<file path="src/rtl/switch_allocator_pkg.sv">
// switch_allocator_pkg: shared router sizing, port encodings and lock state type
package switch_allocator_pkg;
  localparam int NUM_CHANNEL = 5;
  localparam int LOG_NUM_PORT = 3;
  typedef enum logic [LOG_NUM_PORT-1:0] {
    PORT_W      = 3'd0,
    PORT_E      = 3'd1,
    PORT_S      = 3'd2,
    PORT_N      = 3'd3,
    PORT_BYPASS = 3'd4
  } portE;
  typedef enum logic {
    IDLE   = 1'b0,
    LOCKED = 1'b1
  } lockStateE;
endpackage

</file>
<file path="src/rtl/rr_arbiter.sv">
// rr_arbiter: one-hot grant to the first request at or after ptr, wrapping around
module rr_arbiter import switch_allocator_pkg::*; #(
  parameter int N = NUM_CHANNEL,
  parameter int W = LOG_NUM_PORT
) (
  input  logic [N-1:0] req,
  input  logic [W-1:0] ptr,
  output logic [N-1:0] gnt
);
  logic [N-1:0] rotReq;
  logic [N-1:0] first;
  // rotate so ptr sits at bit 0, isolate the lowest request, rotate back
  always_comb begin
    rotReq = N'({req, req} >> ptr);
    first = rotReq & (~rotReq + N'(1));
    gnt = N'(({first, first} << ptr) >> N);
  end
endmodule

</file>
<file path="src/rtl/switch_allocator.sv">
// switch_allocator: per-output wormhole lock plus round-robin arbitration, registered crossbar map
module switch_allocator #(
  parameter int NUM_CHANNEL = switch_allocator_pkg::NUM_CHANNEL,
  parameter int LOG_NUM_PORT = switch_allocator_pkg::LOG_NUM_PORT
) (
  input  logic                                clk,
  input  logic                                reset,
  input  logic [NUM_CHANNEL-1:0]              reqValid,
  input  logic [NUM_CHANNEL*LOG_NUM_PORT-1:0] reqDst,
  input  logic [NUM_CHANNEL-1:0]              reqTail,
  input  logic [NUM_CHANNEL-1:0]              outReady,
  output logic [NUM_CHANNEL-1:0]              grant,
  output logic [NUM_CHANNEL*NUM_CHANNEL-1:0]  allocVector
);
  logic [NUM_CHANNEL-1:0] outGnt [NUM_CHANNEL];
  logic [NUM_CHANNEL*NUM_CHANNEL-1:0] allocNext;
  for (genvar o = 0; o < NUM_CHANNEL; o++) begin : g_out
    switch_allocator_pkg::lockStateE state;
    logic [LOG_NUM_PORT-1:0] owner;
    logic [LOG_NUM_PORT-1:0] ptr;
    logic [LOG_NUM_PORT-1:0] gntIdx;
    logic [NUM_CHANNEL-1:0] cand;
    logic [NUM_CHANNEL-1:0] arbGnt;
    logic tailHit;
    // candidates: valid inputs whose destination field names this output; out-of-range codes never match
    always_comb begin
      cand = '0;
      for (int i = 0; i < NUM_CHANNEL; i++)
        cand[i] = reqValid[i] && (reqDst[i*LOG_NUM_PORT +: LOG_NUM_PORT] == LOG_NUM_PORT'(o));
    end
    rr_arbiter #(.N(NUM_CHANNEL), .W(LOG_NUM_PORT)) uArb (
      .req(cand),
      .ptr(ptr),
      .gnt(arbGnt)
    );
    // a locked output serves only its owner; reset and backpressure suppress every grant
    always_comb begin
      outGnt[o] = (reset || !outReady[o]) ? '0
                : (state == switch_allocator_pkg::LOCKED) ? (cand & (NUM_CHANNEL'(1) << owner))
                : arbGnt;
      tailHit = |(outGnt[o] & reqTail);
      gntIdx = '0;
      for (int i = 0; i < NUM_CHANNEL; i++)
        gntIdx = outGnt[o][i] ? LOG_NUM_PORT'(i) : gntIdx;
    end
    // head grants lock the output, tail grants release it and advance the pointer past the winner
    always_ff @(posedge clk) begin
      if (reset) begin
        state <= switch_allocator_pkg::IDLE;
        owner <= '0;
        ptr <= '0;
      end else if (|outGnt[o]) begin
        state <= tailHit ? switch_allocator_pkg::IDLE : switch_allocator_pkg::LOCKED;
        owner <= gntIdx;
        if (tailHit)
          ptr <= (gntIdx == LOG_NUM_PORT'(NUM_CHANNEL-1)) ? '0 : gntIdx + LOG_NUM_PORT'(1);
      end
    end
  end
  // fold per-output grants into input grants and the input-major crossbar map
  always_comb begin
    grant = '0;
    allocNext = '0;
    for (int o = 0; o < NUM_CHANNEL; o++) begin
      grant = grant | outGnt[o];
      for (int i = 0; i < NUM_CHANNEL; i++)
        allocNext[i*NUM_CHANNEL+o] = outGnt[o][i];
    end
  end
  // crossbar control lags the grant by one cycle
  always_ff @(posedge clk) begin
    if (reset)
      allocVector <= '0;
    else
      allocVector <= allocNext;
  end
endmodule

</file>
<file path="config.mk">
export PLATFORM = sky130hd
export DESIGN_NAME = switch_allocator
export DESIGN_NICKNAME = d
export VERILOG_FILES = /design/src/rtl/switch_allocator_pkg.sv /design/src/rtl/rr_arbiter.sv /design/src/rtl/switch_allocator.sv
export SDC_FILE = /design/constraint.sdc
export NUM_CORES = 1
export LEC_CHECK = 0
export ABC_AREA = 1
export BUFFER_PORTS_ARGS = -buffer_cell sky130_fd_sc_hd__buf_2
export CORE_ASPECT_RATIO = 1.25
export CORE_MARGIN = 2
export CORE_UTILIZATION = 45
export CTS_CLUSTER_SIZE = 28
export DETAILED_ROUTE_END_ITERATION = 8
export HOLD_SLACK_MARGIN = 0.06
export PLACE_DENSITY = 0.66
export SETUP_SLACK_MARGIN = 0.3
export SYNTH_ARGS = -nofsm -noshare
export SYNTH_HDL_FRONTEND = slang
export SYNTH_SLANG_ARGS = --single-unit
</file>
<file path="constraint.sdc">
create_clock -name clk -period 2.3 [get_ports clk]
set_input_delay 0.46 -clock clk [delete_from_list [all_inputs] [get_ports clk]]
set_output_delay 0.46 -clock clk [all_outputs]
set_load 0.02 [all_outputs]
</file>
Word-level counts from Yosys, hierarchy flattened
Index checks and enable logic that the tools add are counted.
{"block": "op_classes", "n_shift": 15, "add_sub_neg": 10, "muxes": 40, "eq_ne": 25, "reduce_logical": 55, "n_bitwise": 24}
{"operator": "$and A5 B5 Y5", "n": 15}
{"operator": "$mux W5", "n": 10}
{"operator": "$reduce_or A5 Y1", "n": 10}
{"operator": "$shl A10 B3 Y10", "n": 5}
{"operator": "$shr A10 B3 Y5", "n": 5}
{"operator": "$eq A3 B2 Y1 const B", "n": 10}
{"operator": "$eq A3 B3 Y1 const B", "n": 10}
{"operator": "$mux W3", "n": 10}
{"operator": "$add A5 B1 Y5 const B", "n": 5}
{"operator": "$logic_and A1 B1 Y1", "n": 25}
{"operator": "$not A5 Y5", "n": 5}
{"operator": "$shl A1 B3 Y5 const A", "n": 5}
{"operator": "$mux W2", "n": 10}
{"operator": "$or A5 B5 Y5", "n": 4}
{"operator": "$add A3 B1 Y3 const B", "n": 5}
{"operator": "$eq A3 B1 Y1 const B", "n": 5}
{"operator": "$logic_not A3 Y1", "n": 5}
{"operator": "$mux W1", "n": 10}
{"operator": "$reduce_and A2 Y1", "n": 5}
{"operator": "$logic_not A1 Y1", "n": 5}
{"operator": "$logic_or A1 B1 Y1", "n": 5}
{"block": "word_totals", "regBits": 60}

Depth between registers and ports, before layout
{"block": "depth", "ltp_word": 15, "ltp_mapped": 23, "depth_no_buf": 23}

Cells and area by module
From an unflattened synthesis, not the netlist that was laid out.
{"block": "unflattened", "hier_cells": 1118, "hier_area_um2": 6163.4}
{"mod": "switch_allocator", "area_per_inst_um2": 3567.2, "seq_area_each_um2": 1201.2, "cells_per_inst": 583, "n_inst": 1}
{"mod": "rr_arbiter", "area_per_inst_um2": 519.2, "seq_area_each_um2": 0.0, "cells_per_inst": 107, "n_inst": 5}

Worst setup path before layout
No wires, ideal clock.
{"block": "synth_path", "kind": "input port to output port", "start": "in reqDst[14]", "end": "out grant[4]", "arrival_ps": 2060, "slack_ps": -220, "path_stages": 18, "path_buffers": 0, "t_required_ps": 1840, "cell_sequence": "inv_1 > nand2_1 > nor2_1 > nand2_1 > nand3_1 > nand2_1 > nand2_1 > nand2_2 > nand2_1 > nor2_1 > nand3_1 > nand3_1 > nand3_1 > nand3_1 > nand2_1 > inv_1 > nor3_1 > nand3_1"}
{"block": "synth_via", "elab_chain_cells": 13, "elab_cells_between_ends": 54, "cone_classes": "add/sub (5); eq/ne (4); shift (10); mux (10); bitwise (19); reduce/logical (6)"}
{"element": "start: declaration", "line_no": "switch_allocator.sv:9", "text": "input logic [NUM_CHANNEL*LOG_NUM_PORT-1:0] reqDst,"}
{"element": "$eq A3 B1 Y1 / $logic_not A3 Y1 (equally long branches)", "line_no": "switch_allocator.sv:29", "text": "cand[i] = reqValid[i] && (reqDst[i*LOG_NUM_PORT +: LOG_NUM_PORT] == LOG_NUM_PORT'(o));"}
{"element": "$logic_and A1 B1 Y1", "line_no": "switch_allocator.sv:29"}
{"element": "$shr A10 B3 Y5", "line_no": "rr_arbiter.sv:14", "text": "rotReq = N'({req, req} >> ptr);"}
{"element": "$not A5 Y5", "line_no": "rr_arbiter.sv:15", "text": "first = rotReq & (~rotReq + N'(1));"}
{"element": "$add A5 B1 Y5", "line_no": "rr_arbiter.sv:15"}
{"element": "$and A5 B5 Y5", "line_no": "rr_arbiter.sv:15"}
{"element": "$shl A10 B3 Y10", "line_no": "rr_arbiter.sv:16", "text": "gnt = N'(({first, first} << ptr) >> N);"}
{"element": "$mux W5", "line_no": "switch_allocator.sv:39", "text": ": (state == switch_allocator_pkg::LOCKED) ? (cand & (NUM_CHANNEL'(1) << owner))"}
{"element": "$mux W5", "line_no": "switch_allocator.sv:38", "text": "outGnt[o] = (reset || !outReady[o]) ? '0"}
{"element": "$or A5 B5 Y5 (3 in a row)", "line_no": "switch_allocator.sv:65", "text": "grant = grant | outGnt[o];"}
{"element": "$or A5 B5 Y5 *", "line_no": "switch_allocator.sv:65"}
{"element": "end: declaration", "line_no": "switch_allocator.sv:12", "text": "output logic [NUM_CHANNEL-1:0] grant,"}
Mark *: on every way between the ends. The rest lies on a longest branch, timed or not.

Worst setup path in the final report
{"block": "layout_path", "start": "reg g_out[4].ptr[0]", "end": "out grant[0]"}
{"block": "layout_via", "elab_chain_cells": 8}
{"element": "start: declaration", "line_no": "switch_allocator.sv:20", "text": "logic [LOG_NUM_PORT-1:0] ptr;"}
{"element": "start signal: assignment", "line_no": "switch_allocator.sv:56", "text": "ptr <= (gntIdx == LOG_NUM_PORT'(NUM_CHANNEL-1)) ? '0 : gntIdx + LOG_NUM_PORT'(1);"}
{"element": "$shr A10 B3 Y5", "line_no": "rr_arbiter.sv:14"}
{"element": "$not A5 Y5", "line_no": "rr_arbiter.sv:15"}
{"element": "$add A5 B1 Y5", "line_no": "rr_arbiter.sv:15"}
{"element": "$and A5 B5 Y5", "line_no": "rr_arbiter.sv:15"}
{"element": "$shl A10 B3 Y10 *", "line_no": "rr_arbiter.sv:16"}
{"element": "$mux W5 *", "line_no": "switch_allocator.sv:39"}
{"element": "$mux W5 *", "line_no": "switch_allocator.sv:38"}
{"element": "$or A5 B5 Y5 *", "line_no": "switch_allocator.sv:65"}
Marks and branches as above.

==> summary.txt <==
Max cap viols: 0
Initial Util: 46.3%
Failing checks: negative setup slack
Layout cells sized above 1: 63.8%
N_diodes: 0
Final Slew Violations: 0
Post-synth top area cell: dfxtp_1
Final core utilization: 89.2%
Placed inst area: 0.00776 mm²
Sequential share of the synthesized area: 21.3%
DP Cell Count: 1370
Nets: 1329
Async S/R FF share, synth: 0%
# fillers: 545
TritonCTS clock tree: built
Area of all placed cells without fillers: 0.0109 mm²
Leak: 5.31 nW
Commonest cells post-synth: nand2_1, nand3_1, nor2_1, inv_1, dfxtp_1
I/O pin cnt: 62
CP Class: flip-flop to output port
CP Cell Sequence: inv_4 > nand4_1 > nand3_2 > nand2_2 > nand2_2 > nand2_4 > nor2_4 > inv_2 > buf_4 > nand3_2 > o21ai_1 > inv_1 > nand2_2 > nand2_2 > inv_2 > nor3_4 > nand3_2 > buf_6
Hold_ws: 517 ps
Area Overhead vs Synth: 92.8%
HPWL after DPL: 15.6 mm
Peak VDD IR: 1090 µV
Die ar.: 0.0134 mm²
Gr usage total: 32.9%
# hold bufs at CTS: 0
CORE AREA: 0.0122 mm²
Main synth FF type: dfxtp_1
Multi-input gate area: 0.00607 mm²
Drt first pass iters: 5
Syn_nets: 1051
Setup TNS: -15900 ps
Clock buffer depth: 2
Crit path max fanout: 6
Worst endpoint required time: 1840 ps
Die width: 104 µm
FMAX: 321 MHz
Routed WL per cell: 21.2 µm
Via density: 6.22
Num CTS Buffers: 9
Global-route wire length before repair: 35.9 mm
Share of the synthesized area in the top cell type: 21.3%
Final Critical Period: 3110 ps
Slew margin rel.: 69.3%
DRC: 0
Number of flops mapped to enable cells by yosys: 0
Count leader, synth: nand2_1
Port Buffers: 61
Register Area: 0.00122 mm²
WL final: 30.9 mm
Post-Route Skew: 9.68 ps
Power density cells: 1270 mW/mm²
Latest clock arrival within the worst-skew pair: 360 ps
Clk sinks: 60
Largest net degree at the start of global routing: 16
Initial drt markers: 991
Yosys cell types: 25
Syn_area_per_cell: 5.55 µm²
GRT overflow: 0
Fin. Hold Viols: 0
Mapped cell area: 0.00563 mm²
Largest cells by area after synthesis: dfxtp_1, nand3_1, nand2_1
Initial antenna violation count: 0
Routability cong.: 0.935
Via count: 9082
Final setup fails: 40
Remaining antenna violation count: 0
Clock slew at reported path FFs: 60 ps
CP max stage delay: 380 ps
H-tree Lvls: 3
Synthesis-stage register bit count: 60
Mapped Cells: 1014
Final Worst Setup Slack: -815 ps
Crit. End Element: output port
FP Rows: 45
Hold Path Class: flip-flop to flip-flop
CP most frequent cell: nand2_2
Worst slew pin tran: 460 ps
Yosys warning total: 0
Clock Tree Root: clkbuf_16
Final period util: 135%
Crit path launch type: flip-flop
Slowest cell on the critical path: dfxtp_4
WP data arrival: 2650 ps
Outcome: finished with violations
Die height: 129 µm
Number of global-route vias before repair: 7649
Unrepaired setup endpoints after global routing: yes
Final std cells w/o fill: 1461
## layout by cell type (no fill, tap or decap), types with 3 or more instances in the layout
cell type  instances
buf_4            167
nand2_1          147
nand2_2          136
nand3_2          130
buf_6             82
nand3_1           71
nor2_1            68
dfxtp_1           54
inv_1             48
nor2_4            47
nand3_4           41
buf_2             37
inv_2             36
nand2_4           36
a21oi_1           28
nand4_1           27
nor2_2            17
a21oi_2           16
inv_4             15
o21ai_1           10
clkbuf_16          9
o21ai_2            8
nor3_1             7
buf_12             5
inv_6              4
nand2_8            4
nor3_4             4
ha_4               4
buf_8              4
o21ai_4            3
nor3_2             3
a41oi_1            3
dfxtp_2            3
dfxtp_4            3
## where the power goes
| part | switching (mW) | total [mW] | leakage (nW) | internal [mW] |
|---|---|---|---|---|
| logic | 6.35 | 10.6 | 4.67 | 4.24 |
| clock network | 0.591 | 1.46 | 0.144 | 0.867 |
| registers | 0.329 | 1.73 | 0.494 | 1.40 |
| total | 7.27 | 13.8 | 5.31 | 6.51 |
## what timing repair did
item | 4_1_cts | 5_1_grt
pin swaps | 119 | 182
setup buffers | 45 | 30
endpoints found under the setup margin | 57 | 64
resized for setup | 266 | 313
## worst paths after layout
| check | startpoint | to | slack (ps) | cells after the start |
|---|---|---|---|---|
| min reg2reg | g_out[1].owner[1]$_SDFFE_PP0P_ | g_out[1].owner[1]$_SDFFE_PP0P_ | 520 | 2 |
| max | g_out[4].ptr[0]$_SDFFE_PP0P_ | grant[0] | -810 | 18 |
| max reg2reg | g_out[4].ptr[0]$_SDFFE_PP0P_ | g_out[4].ptr[1]$_SDFFE_PP0P_ | -580 | 24 |
| min | g_out[1].owner[1]$_SDFFE_PP0P_ | g_out[1].owner[1]$_SDFFE_PP0P_ | 520 | 2 |
## worst max-delay path: cells and delay by family (launching register included)
| family | cells | cell delay [ps] |
|---|---|---|
| buf+inv | 6 | 580 |
| compound gates | 1 | 70 |
| simple gates | 11 | 1260 |
| flops | 1 | 380 |
## kinds of logic (layout without fill, tap and decap cells)
group	count (synthesis)	count (layout)	synth area share (%)
AND/OR/NAND/NOR	739	739	60.7
buffers and inverters	139	422	9.89
AO/OA/AOI/OAI	71	71	6.98
flip-flops	60	60	21.3
adder cells (fa/ha/maj)	5	5	1.11
## through the flow
| stage | power [mW] | worst slack, ps |
|---|---|---|
| floorplan | 6.17 | -82.8 |
| detailed placement | 8.33 | -768 |
| global route | 14.3 | -909 |
| CTS | 11.1 | -561 |
| finish | 13.8 | -815 |
| global placement | 8.31 | -759 |
## registers in the layout, summed over array words and instances (netlist names)
signal       count
allocVector     25
g_out.owner     15
g_out.ptr       15
g_out.state      5
## layout make-up
cell class                      count  share of cell area [%]
Sequential cell                    60                    11.2
Clock inverter                      6                   0.588
Inverter                          110                    4.90
Tap cell                          164                    1.89
Timing Repair Buffer              296                    23.3
Multi-Input combinational cell    815                    55.9
Clock buffer                       10                    2.20
## routing by layer
| metal | part of all wire (%) | up-vias | track usage, % | routed length (µm) |
|---|---|---|---|---|
| met2 | 47 | 737 | 57.0 | 14600 |
| met5 | 0 | - | 0 | 0 |
| met4 | 8.5 | 0 | 19.4 | 2630 |
| met3 | 9.6 | 277 | 5.99 | 2980 |
| met1 | 35 | 4177 | 38.3 | 10700 |
| li1 | - | 3891 | - | - |
(Power assumes the default switching activity.)
